$ cat src/rtl/seg7_pkg.sv
// Shared constants and types for the multiplexed 7-segment scan driver.
// Segment patterns are active-low, bit order g..a.
package seg7_pkg;

  localparam logic [6:0] SEG_OFF = 7'b1111111;

  // Index n holds the pattern for hex digit n.
  localparam logic [15:0][6:0] SEG_HEX = {
    7'b0001110,  // F
    7'b0000110,  // E
    7'b0100001,  // d
    7'b1000110,  // C
    7'b0000011,  // b
    7'b0001000,  // A
    7'b0010000,  // 9
    7'b0000000,  // 8
    7'b1111000,  // 7
    7'b0000010,  // 6
    7'b0010010,  // 5
    7'b0011001,  // 4
    7'b0110000,  // 3
    7'b0100100,  // 2
    7'b1111001,  // 1
    7'b1000000   // 0
  };

  typedef enum logic {
    DRIVE,
    BLANK
  } scan_state_e;

endpackage

$ cat src/rtl/seg7_hex_decode.sv
// Combinational hex nibble to active-low 7-segment decoder (full 0-F range).
module seg7_hex_decode
  import seg7_pkg::*;
(
  input  logic [3:0] nibble,
  output logic [6:0] seg_n
);

  assign seg_n = SEG_HEX[nibble];

endmodule

$ cat src/rtl/seg7_scan_driver.sv
// Multiplexed NUM_DIGITS x 7-segment scan driver with double-buffered data,
// per-slot ghost-suppression blank gap, registered outputs.
// Optional macro SEG7_LEADING_ZERO_BLANK_EN blanks leading-zero digits (k>0).
module seg7_scan_driver
  import seg7_pkg::*;
#(
  parameter int NUM_DIGITS = 2,
  parameter int SCAN_DIV   = 50000,
  parameter int BLANK_CYC  = 1000
) (
  input  logic                    clk,
  input  logic                    reset,
  input  logic [4*NUM_DIGITS-1:0] data_in,
  input  logic                    load,
  input  logic                    blank_in,
  output logic [6:0]              seg,
  output logic [NUM_DIGITS-1:0]   dig_en,
  output logic                    frame_done
);

  localparam int IDX_W = (NUM_DIGITS > 1) ? $clog2(NUM_DIGITS) : 1;
  localparam int CNT_W = $clog2(SCAN_DIV);
  localparam int DW    = 4 * NUM_DIGITS;
  localparam logic [CNT_W-1:0] CNT_LAST    = CNT_W'(SCAN_DIV - 1);
  localparam logic [CNT_W-1:0] BLANK_START = CNT_W'(SCAN_DIV - BLANK_CYC);
  localparam logic [IDX_W-1:0] IDX_LAST    = IDX_W'(NUM_DIGITS - 1);

  scan_state_e           state_q, state_d;
  logic [CNT_W-1:0]      cnt_q, cnt_d;
  logic [IDX_W-1:0]      idx_q, idx_d;
  logic [DW-1:0]         active_q, active_d;
  logic [DW-1:0]         pending_q, pending_d;
  logic                  pending_valid_q, pending_valid_d;
  logic [6:0]            seg_q, seg_d;
  logic [NUM_DIGITS-1:0] dig_en_q, dig_en_d;
  logic                  frame_done_q, frame_done_d;

  logic [3:0] cur_nibble;
  logic [6:0] dec_seg;
  logic       slot_end;
  logic       wrap;
  logic       lz_blank;

  always_comb begin
    cur_nibble = 4'h0;
    for (int k = 0; k < NUM_DIGITS; k++) begin
      if (idx_q == IDX_W'(k)) cur_nibble = active_q[4*k +: 4];
    end
  end

  seg7_hex_decode u_decode (
    .nibble (cur_nibble),
    .seg_n  (dec_seg)
  );

`ifdef SEG7_LEADING_ZERO_BLANK_EN
  // Current digit is a leading zero if it and every more significant nibble are zero.
  always_comb begin
    lz_blank = (idx_q != '0);
    for (int k = 0; k < NUM_DIGITS; k++) begin
      if (IDX_W'(k) >= idx_q && active_q[4*k +: 4] != 4'h0) lz_blank = 1'b0;
    end
  end
`else
  always_comb begin
    lz_blank = 1'b0;
  end
`endif

  always_comb begin
    slot_end        = (cnt_q == CNT_LAST);
    wrap            = slot_end && (idx_q == IDX_LAST);
    state_d         = state_q;
    cnt_d           = cnt_q + CNT_W'(1);
    idx_d           = idx_q;
    active_d        = active_q;
    pending_d       = pending_q;
    pending_valid_d = pending_valid_q;

    if (slot_end) begin
      cnt_d   = '0;
      state_d = DRIVE;
      idx_d   = wrap ? '0 : idx_q + IDX_W'(1);
    end else if (BLANK_CYC != 0 && cnt_d == BLANK_START) begin
      state_d = BLANK;
    end

    // A load landing on the wrap edge goes straight to the active frame.
    if (wrap) begin
      if (load) begin
        active_d = data_in;
      end else if (pending_valid_q) begin
        active_d = pending_q;
      end
      pending_valid_d = 1'b0;
    end else if (load) begin
      pending_d       = data_in;
      pending_valid_d = 1'b1;
    end

    frame_done_d = wrap;
    seg_d        = SEG_OFF;
    dig_en_d     = '1;
    if (!blank_in && state_q == DRIVE) begin
      seg_d = lz_blank ? SEG_OFF : dec_seg;
      for (int k = 0; k < NUM_DIGITS; k++) begin
        dig_en_d[k] = (idx_q != IDX_W'(k));
      end
    end
  end

  always_ff @(posedge clk) begin
    if (reset) begin
      state_q         <= DRIVE;
      cnt_q           <= '0;
      idx_q           <= '0;
      active_q        <= '0;
      pending_q       <= '0;
      pending_valid_q <= 1'b0;
      seg_q           <= SEG_OFF;
      dig_en_q        <= '1;
      frame_done_q    <= 1'b0;
    end else begin
      state_q         <= state_d;
      cnt_q           <= cnt_d;
      idx_q           <= idx_d;
      active_q        <= active_d;
      pending_q       <= pending_d;
      pending_valid_q <= pending_valid_d;
      seg_q           <= seg_d;
      dig_en_q        <= dig_en_d;
      frame_done_q    <= frame_done_d;
    end
  end

  assign seg        = seg_q;
  assign dig_en     = dig_en_q;
  assign frame_done = frame_done_q;

endmodule

$ cat config.mk
export PLATFORM = sky130hd
export DESIGN_NAME = seg7_scan_driver
export DESIGN_NICKNAME = d
export VERILOG_FILES = /design/src/rtl/seg7_pkg.sv /design/src/rtl/seg7_hex_decode.sv /design/src/rtl/seg7_scan_driver.sv
export SDC_FILE = /design/constraint.sdc
export NUM_CORES = 1
export LEC_CHECK = 0
export CORE_ASPECT_RATIO = 1.5
export CORE_UTILIZATION = 59
export CTS_CLUSTER_SIZE = 25
export DETAILED_ROUTE_END_ITERATION = 10
export PLACE_DENSITY_LB_ADDON = 0.2
export SYNTH_ARGS = -nofsm -noshare
export SYNTH_HDL_FRONTEND = slang
export SYNTH_SLANG_ARGS = --single-unit
$ cat constraint.sdc
create_clock -name clk -period 3.5 [get_ports clk]
set_clock_uncertainty 0.05 [all_clocks]
set_input_delay 0.35 -clock clk [delete_from_list [all_inputs] [get_ports clk]]
set_output_delay 0.35 -clock clk [all_outputs]
set_load 0.02 [all_outputs]
# Word-level counts from Yosys, hierarchy flattened
# Memory sizes are Yosys's and may differ from the RTL's. A register that Yosys moved wholly into a read port is not among the register bits.
# Index checks and enable logic that the tools add are counted.
# word_totals
word_cells	30
regBits	38
rom_bits	112
output_inout_bits	10
memories	1
in_bits	12
# op_classes
add_sub_neg	2
bitwise	4
eq_ne	2
n_reduce_logical	9
n_mux	4
# mem_list
memory	words	word_bits	rd	rd_clocked_by_memory_dff	wr	line	text
(name not given)	16	7	1	1	0	seg7_hex_decode.sv:9	assign seg_n = SEG_HEX[nibble];
# ops
cell	count
$eq A16 B16 Y1 const B	2
$add A16 B1 Y16 const B	1
$mux W8	2
$reduce_or A2 Y1	3
$mux W4	1
$not A1 Y1	4
$reduce_and A2 Y1	2
$logic_and A1 B1 Y1	2
$reduce_bool A2 Y1	1
$add A1 B1 Y1 const B	1
$logic_not A1 Y1	1
$mux W1	1

# Longest topological paths before layout
# Gate-level depths: netlist (run 1).
# depth
ltp_word	4
depth_mapped	7
ltp_nobuf	6

# By module
# Synthesis (run 1) repeated with hierarchy kept, for this count alone.
# unflattened
cells_unflattened	225
area_unflattened_um2	2149.6
# modules_own_cells
mod	n_inst	area_each_um2	seq_area_each_um2	cells_per_inst
seg7_scan_driver	1	1874.3	900.9	193
seg7_hex_decode	1	275.3	0.0	32

# Least setup slack after synthesis (run 1)
# No wires, ideal clock.
# synth_timing
kind	flip-flop to flip-flop
from	reg idx_q
to	reg seg_q[3] (netlist: seg[3])
setup_time_ns	0.141
n_path_buf	1
stages_incl_launch_ff	8
t_required_ns	3.309
slack_ns	1.514
arrival_time_ns	1.795
synth_period_minus_slack_ns	1.986
path_cell_list	dfxtp_1 > clkbuf_1 > mux2_2 > inv_1 > ha_1 > inv_1 > mux4_2 > nand2b_1
# synth_between
elab_chain_len	1
# synth_rtl
item	line	text
start: declaration	seg7_scan_driver.sv:30	logic [IDX_W-1:0] idx_q, idx_d;
start signal: assignment	seg7_scan_driver.sv:126	idx_q <= idx_d;
$mux W4	seg7_scan_driver.sv:47	if (idx_q == IDX_W'(k)) cur_nibble = active_q[4*k +: 4];
end: declaration	seg7_scan_driver.sv:34	logic [6:0] seg_q, seg_d;
# Every way passes these cells.
# A chain may end at the register's enable or synchronous reset.

# Worst setup path in the final report (run 1)
# layout_timing
from	reg cnt_q[0]
to	reg active_q[4]
# layout_between
elab_chain_len	3
# layout_rtl
item	line	text
start: declaration	seg7_scan_driver.sv:29	logic [CNT_W-1:0] cnt_q, cnt_d;
start signal: assignment	seg7_scan_driver.sv:125	cnt_q <= cnt_d;
$eq A16 B16 Y1	seg7_scan_driver.sv:71	slot_end = (cnt_q == CNT_LAST);
$logic_and A1 B1 Y1	seg7_scan_driver.sv:72	wrap = slot_end && (idx_q == IDX_LAST);
$reduce_and A2 Y1 (no source line)	n/a	
end signal: assignment	seg7_scan_driver.sv:127	active_q <= active_d;
end: declaration	seg7_scan_driver.sv:31	logic [DW-1:0] active_q, active_d;
# Every way passes these cells.

==> results of run 1 <==
-- report_power, final --
group          switching, mW  total, mW  internal, mW
sequential           0.00690      0.532         0.525
clock                  0.154      0.311         0.157
combinational         0.0340     0.0691        0.0351
-- Yosys cell counts (all sizes together), types with 2 or more instances --
| cell | instances | share of area (%) |
|---|---|---|
| inv | 7 | 1.3 |
| mux2 | 3 | 1.7 |
| a21oi | 6 | 1.5 |
| xor2 | 8 | 3.4 |
| nand2 | 10 | 1.8 |
| o21ai | 5 | 1.4 |
| o221ai | 4 | 1.7 |
| clkbuf | 8 | 1.5 |
| nor3 | 6 | 1.7 |
| and3 | 4 | 1.2 |
| mux2i | 19 | 9.3 |
| nor2b | 2 | 0.61 |
| dfxtp | 45 | 44 |
| ha | 7 | 4.3 |
| xnor2 | 5 | 2.1 |
| nand3 | 5 | 1.5 |
| a211oi | 8 | 2.9 |
| nand2b | 2 | 0.61 |
| nand4 | 6 | 2.1 |
| or3 | 3 | 0.92 |
| and4bb | 2 | 1.2 |
| nor2 | 34 | 6.2 |
-- per-layer routing --
metal | track usage, % | share of wire [%]
met1 | 23.6 | 39
met2 | 44.4 | 56
met3 | 5.73 | 2.8
met4 | 11.4 | 1.9
met5 | 0 | 0
-- stage by stage --
stage                     cell area, um^2  hold slack [ps]  util (%)  total power, mW
after global placement               2280              396      70.9            0.611
after global routing                 2370              457      73.6            0.949
after CTS                            2370              429      73.6            0.923
final                                2370              426      73.6            0.912
after floorplan                      2050              384         -            0.581
after detailed placement             2280              414      70.9            0.613
-- layout make-up --
cell class | count | area (um^2)
Multi-Input combinational cell | 150 | 1080
Sequential cell | 45 | 901
Fill cell | 246 | 852
Timing Repair Buffer | 23 | 225
Clock buffer | 7 | 86.3
Tap cell | 40 | 50.0
Inverter | 7 | 26.3
-- cells by family (layout without fill, tap and decap cells) --
| logic type | count (synthesis) | after routing | synth area share, % |
|---|---|---|---|
| flip-flops | 45 | 45 | 44.0 |
| multiplexers | 23 | 23 | 12.0 |
| adder cells (fa/ha/maj) | 7 | 7 | 4.28 |
| XOR/XNOR | 13 | 13 | 5.57 |
| AO/OA/AOI/OAI | 29 | 29 | 10.3 |
| buffers and inverters | 16 | 37 | 3.12 |
| AND/OR/NAND/NOR | 78 | 78 | 20.6 |
-- registers in the layout, summed over array words and instances, names as in the netlist --
signal and flops:
idx_q 1, pending_q 8, cnt_q 16, seg 7
active_q 8, pending_valid_q 1, state_q 1, frame_done 1
dig_en 2
-- layout by cell type, fill, tap and decap left out, drive strengths merged, types with 3 or more instances in the layout --
| cell type | synthesis | routed |
|---|---|---|
| mux2i | 19 | 19 |
| clkdlybuf4s50 | 0 | 21 |
| nor3 | 6 | 6 |
| mux2 | 3 | 3 |
| xnor2 | 5 | 5 |
| or3 | 3 | 3 |
| a21oi | 6 | 6 |
| clkbuf | 8 | 7 |
| a211oi | 8 | 8 |
| nand4 | 6 | 6 |
| dfxtp | 45 | 45 |
| o21ai | 5 | 5 |
| nand3 | 5 | 5 |
| inv | 7 | 7 |
| and3 | 4 | 4 |
| nor2 | 34 | 34 |
| xor2 | 8 | 8 |
| nand2 | 10 | 10 |
| ha | 7 | 7 |
| o221ai | 4 | 4 |
-- worst max-delay path, stage by stage (launching register included) --
cell and delay [ps]:
dfxtp_1 390, ha_1 250, and3_1 270, nand4_1 130, nor3_2 670, nor2_1 110
a211oi_1 270
-- path summary, 6_finish.rpt --
path	start	to	slack [ps]	cells past startpoint
worst max-delay path	cnt_q[0]	active_q[4]	1280	6
worst min-delay path	state_q	state_q	430	2
worst max register to register	cnt_q[0]	active_q[4]	1280	6
worst min register to register	state_q	state_q	430	2
==> results.py, run 1 <==
metrics = {
    "clock_network": {
        "clock_latency_ps": 290,
        "cts_tree": "built",
        "cts_buffer_depth": 2,
        "cts_resized": 0,
        "cts_buffers": 5,
        "holdBufCountCts": 0,
        "clock-sinks": 45,
        "clk_pin_slew_ps": 70,
        "cts-root-buf": "clkbuf_8",
        "cts_setup_buffers": 0,
        "htreeDepth": 2,
    },
    "run_status": {
        "status": "completed",
    },
    "critical_path": {
        "start_kind": "flop",
        "cp.required_ps": 3640,
        "cp-end-kind": "flop",
        "crit_arrival_ps": 2370,
        "path_max_fanout": 16,
        "crit_type": "reg -> reg",
    },
    "timing": {
        "setup_viol": 0,
        "fmax_mhz": 450,
        "slew_viol_final": 0,
        "period_minus_slack_ps": 2220,
        "fin_crit_sh_pct": 63.5,
        "relSlewSlack_pct": 36.7,
        "worstMarginPinSlew_ps": 924,
        "setup_ws_ps": 1280,
        "finalSetupTns_ps": 0,
        "finalHoldViolations": 0,
        "rsz0062_at_grt": "no",
    },
    "routing": {
        "dr_total_vias": 1552,
        "first_iter_violations": 34,
        "drcViolationCount": 0,
        "dr.pass1.iters": 4,
        "routed_wl_mm": 3.87,
        "via_per_inst": 5.71,
        "postRouteAntennaNets": 0,
        "wire_per_inst_um": 14.2,
    },
    "placement": {
        "portBuffers": 21,
        "gp_congestion": 0.863,
        "dp_slack_ps": 1020,
        "dpl.cell_count": 265,
        "dp_hpwl_mm": 2.96,
    },
    "global_routing": {
        "grt_antenna_before_repair": 0,
        "grtUsageTotal_pct": 23.5,
        "grt_max_degree": 23,
        "grt_remaining_overflow": 0,
        "grt_pass1_wl_mm": 6.53,
        "first_global_vias": 1496,
    },
    "yosys": {
        "ys.warnings.count": 0,
        "syn_nets": 230,
        "syn_area_mm2": 0.00205,
        "syn-instance-count": 211,
        "synthDistinctLibCells": 38,
        "synth-seq-area-share_pct": 44.0,
        "synth.avg_cell_area_um2": 9.70,
        "async_reset_ff_share_pct": 0,
        "ys_seq_elements": 45,
        "ys.flop_type": "dfxtp_1",
        "synth-edff-count": 0,
    },
    "floorplanning": {
        "core_area_mm2": 0.00322,
        "rows": 25,
        "die_h_um": 74.1,
        "io-pin-count": 22,
        "die_area_mm2": 0.00371,
        "die_w_um": 50.1,
        "initial_utilization_pct": 63.5,
    },
    "final_layout": {
        "area_growth_pct": 15.8,
        "fin_cells": 272,
        "drive_above_1_share_pct": 9.05,
        "num_antenna_cells": 0,
        "fin_nets": 251,
    },
    "power": {
        "p_leak_nw": 0.893,
        "p_per_area_mw_per_mm2": 385,
        "ir_drop_mv": 0.517,
    },
    "min_path": {
        "hp-class": "reg -> reg",
    },
    "run": {
        "drv_cap": 0,
    },
}
Power figures use the tool's default switching activity.
==> inputs of run 2 (changes only) <==
--- a/config.mk
+++ b/config.mk
@@ -6,7 +6,7 @@
 export NUM_CORES = 1
 export LEC_CHECK = 0
 export CORE_ASPECT_RATIO = 1.5
-export CORE_UTILIZATION = 59
+export CORE_UTILIZATION = 55
 export CTS_CLUSTER_SIZE = 25
 export DETAILED_ROUTE_END_ITERATION = 10
 export PLACE_DENSITY_LB_ADDON = 0.2
==> constraint.sdc (replaced) <==
create_clock -name clk -period 2.2 [get_ports clk]
set_clock_uncertainty 0.05 [all_clocks]
set_input_delay 0.22 -clock clk [delete_from_list [all_inputs] [get_ports clk]]
set_output_delay 0.22 -clock clk [all_outputs]
set_load 0.02 [all_outputs]
==> results.py, run 2 (synthesized netlist as in run 1, its figures left out) <==
metrics = {
    "clock_network": {
        "cts_resized": 0,
        "holdBufCountCts": 0,
        "cts-root-buf": "clkbuf_8",
        "cts_buffer_depth": 2,
        "cts_buffers": 5,
        "clock-sinks": 45,
        "clock_latency_ps": 290,
        "cts_tree": "built",
        "cts_setup_buffers": 0,
        "htreeDepth": 2,
        "clk_pin_slew_ps": 80,
    },
    "routing": {
        "first_iter_violations": 34,
        "wire_per_inst_um": 14.8,
        "via_per_inst": 5.89,
        "routed_wl_mm": 4.13,
        "postRouteAntennaNets": 0,
        "dr_total_vias": 1650,
        "drcViolationCount": 0,
        "dr.pass1.iters": 4,
    },
    "floorplanning": {
        "io-pin-count": 22,
        "die_h_um": 76.7,
        "die_area_mm2": 0.00397,
        "rows": 26,
        "die_w_um": 51.8,
        "core_area_mm2": 0.00348,
        "initial_utilization_pct": 58.8,
    },
    "power": {
        "p_sw_share_pct": 21.0,
        "pwr-share-comb_pct": 7.4,
        "finalPower_mw": 1.55,
        "p_leak_nw": 0.932,
        "internal_power_mw": 1.22,
        "p_sw_mw": 0.325,
        "pwr-share-clk_pct": 37.9,
        "p_per_area_mw_per_mm2": 636,
        "power_frac_seq_pct": 54.7,
        "ir_drop_mv": 0.717,
    },
    "final_layout": {
        "reg.largest.list": "cnt_q (16), active_q (8), pending_q (8)",
        "largest_register_ffs": 16,
        "final_cell_mix": "dfxtp_1, nor2_1, clkdlybuf4s50_1, mux2i_1, nand2_1",
        "fin_nets": 257,
        "area_growth_pct": 19.0,
        "fin_cells": 280,
        "mostFrequentLayoutCell": "dfxtp_1",
        "drive_above_1_share_pct": 11.8,
        "regMostFlops": "cnt_q",
        "num_antenna_cells": 0,
    },
    "placement": {
        "dp_hpwl_mm": 3.06,
        "gp_congestion": 0.923,
        "dpl.cell_count": 273,
        "portBuffers": 21,
        "dp_slack_ps": 209,
    },
    "min_path": {
        "hp-class": "reg -> reg",
    },
    "critical_path": {
        "slowest_stage": "or4_4",
        "crit_type": "reg -> reg",
        "path_buf_inv": 0,
        "cp_slowest_stage_delay_ps": 530,
        "r2r_slack_ps": 150,
        "cp_top_family": "simple AND/OR/NAND/NOR gates",
        "path_max_fanout": 5,
        "path_cells": "ha_1 -> nand2_1 -> or4_4 -> a2111oi_2 -> nor4bb_1 -> o2bb2ai_1",
        "cp.required_ps": 2380,
        "crit_arrival_ps": 2230,
        "cp-end-kind": "flop",
        "start_kind": "flop",
    },
    "timing": {
        "fmax_mhz": 487,
        "finalHoldViolations": 0,
        "setup_ws_ps": 146,
        "slew_viol_final": 0,
        "worstMarginPinSlew_ps": 549,
        "finalSetupTns_ps": 0,
        "period_minus_slack_ps": 2050,
        "relSlewSlack_pct": 62.4,
        "setup_viol": 0,
        "fin_crit_sh_pct": 93.3,
        "rsz0062_at_grt": "no",
    },
    "global_routing": {
        "grt_remaining_overflow": 0,
        "first_global_vias": 1638,
        "grtUsageTotal_pct": 23.6,
        "grt_pass1_wl_mm": 7.10,
        "grt_max_degree": 21,
        "grt_antenna_before_repair": 0,
    },
    "run": {
        "drv_cap": 0,
    },
    "run_status": {
        "status": "completed",
    },
}
run 2: cell count changes in the layout (fill, tap and decap cells not counted):
cell / previous run / this run
bufinv_16: 0 / 1
buf_4: 2 / 8
clkinv_2: 0 / 1
clkbuf_1: 1 / 0
clkbuf_8: 6 / 5
run 2: layout make-up:
class | instances | area [um^2]
multi-input combinational | 150 | 1080
fill | 283 | 1050
sequential | 45 | 901
timing repair buffer | 29 | 270
clock buffer | 5 | 68.8
tap | 42 | 52.6
clock inverter | 2 | 35.0
inverter | 7 | 26.3
run 2: through the flow:
stage	util (%)	hold slack [ps]	area [um^2]
6_report	69.9	413	2430
3_3_place_gp	67.0	398	2330
3_5_place_dp	67.0	403	2330
2_1_floorplan	-	314	2050
5_1_grt	69.9	445	2430
4_1_cts	69.9	414	2430
run 2: power by group through the flow:
| stage | clock network [mW] | logic, mW | registers, mW |
|---|---|---|---|
| 6_report | 0.588 | 0.115 | 0.847 |
| 5_1_grt | 0.626 | 0.125 | 0.849 |
| 4_1_cts | 0.597 | 0.116 | 0.847 |
| 3_5_place_dp | 0 | 0.115 | 0.866 |
| 3_3_place_gp | 0 | 0.111 | 0.864 |
| 2_1_floorplan | 0 | 0.0523 | 0.873 |
run 2: path summary, 6_finish.rpt:
path | to | cells after the start | start
max | state_q | 6 | cnt_q[0]
min | state_q | 2 | state_q
max reg2reg | state_q | 6 | cnt_q[0]
min reg2reg | state_q | 2 | state_q
run 2: tightest hold or removal path: stages, from the launching register on:
cell and delay [ps]:
dfxtp_1 320, inv_1 50, o2bb2ai_1 60
run 2: routing by layer:
metal	up-vias	routed length [um]	GRT usage (%)	part of all wire, %
li1	801	-	-	-
met1	779	1610	24.0	39
met2	55	2220	43.8	54
met3	15	174	5.16	4.2
met4	0	123	10.3	3.0
met5	-	0	0	0
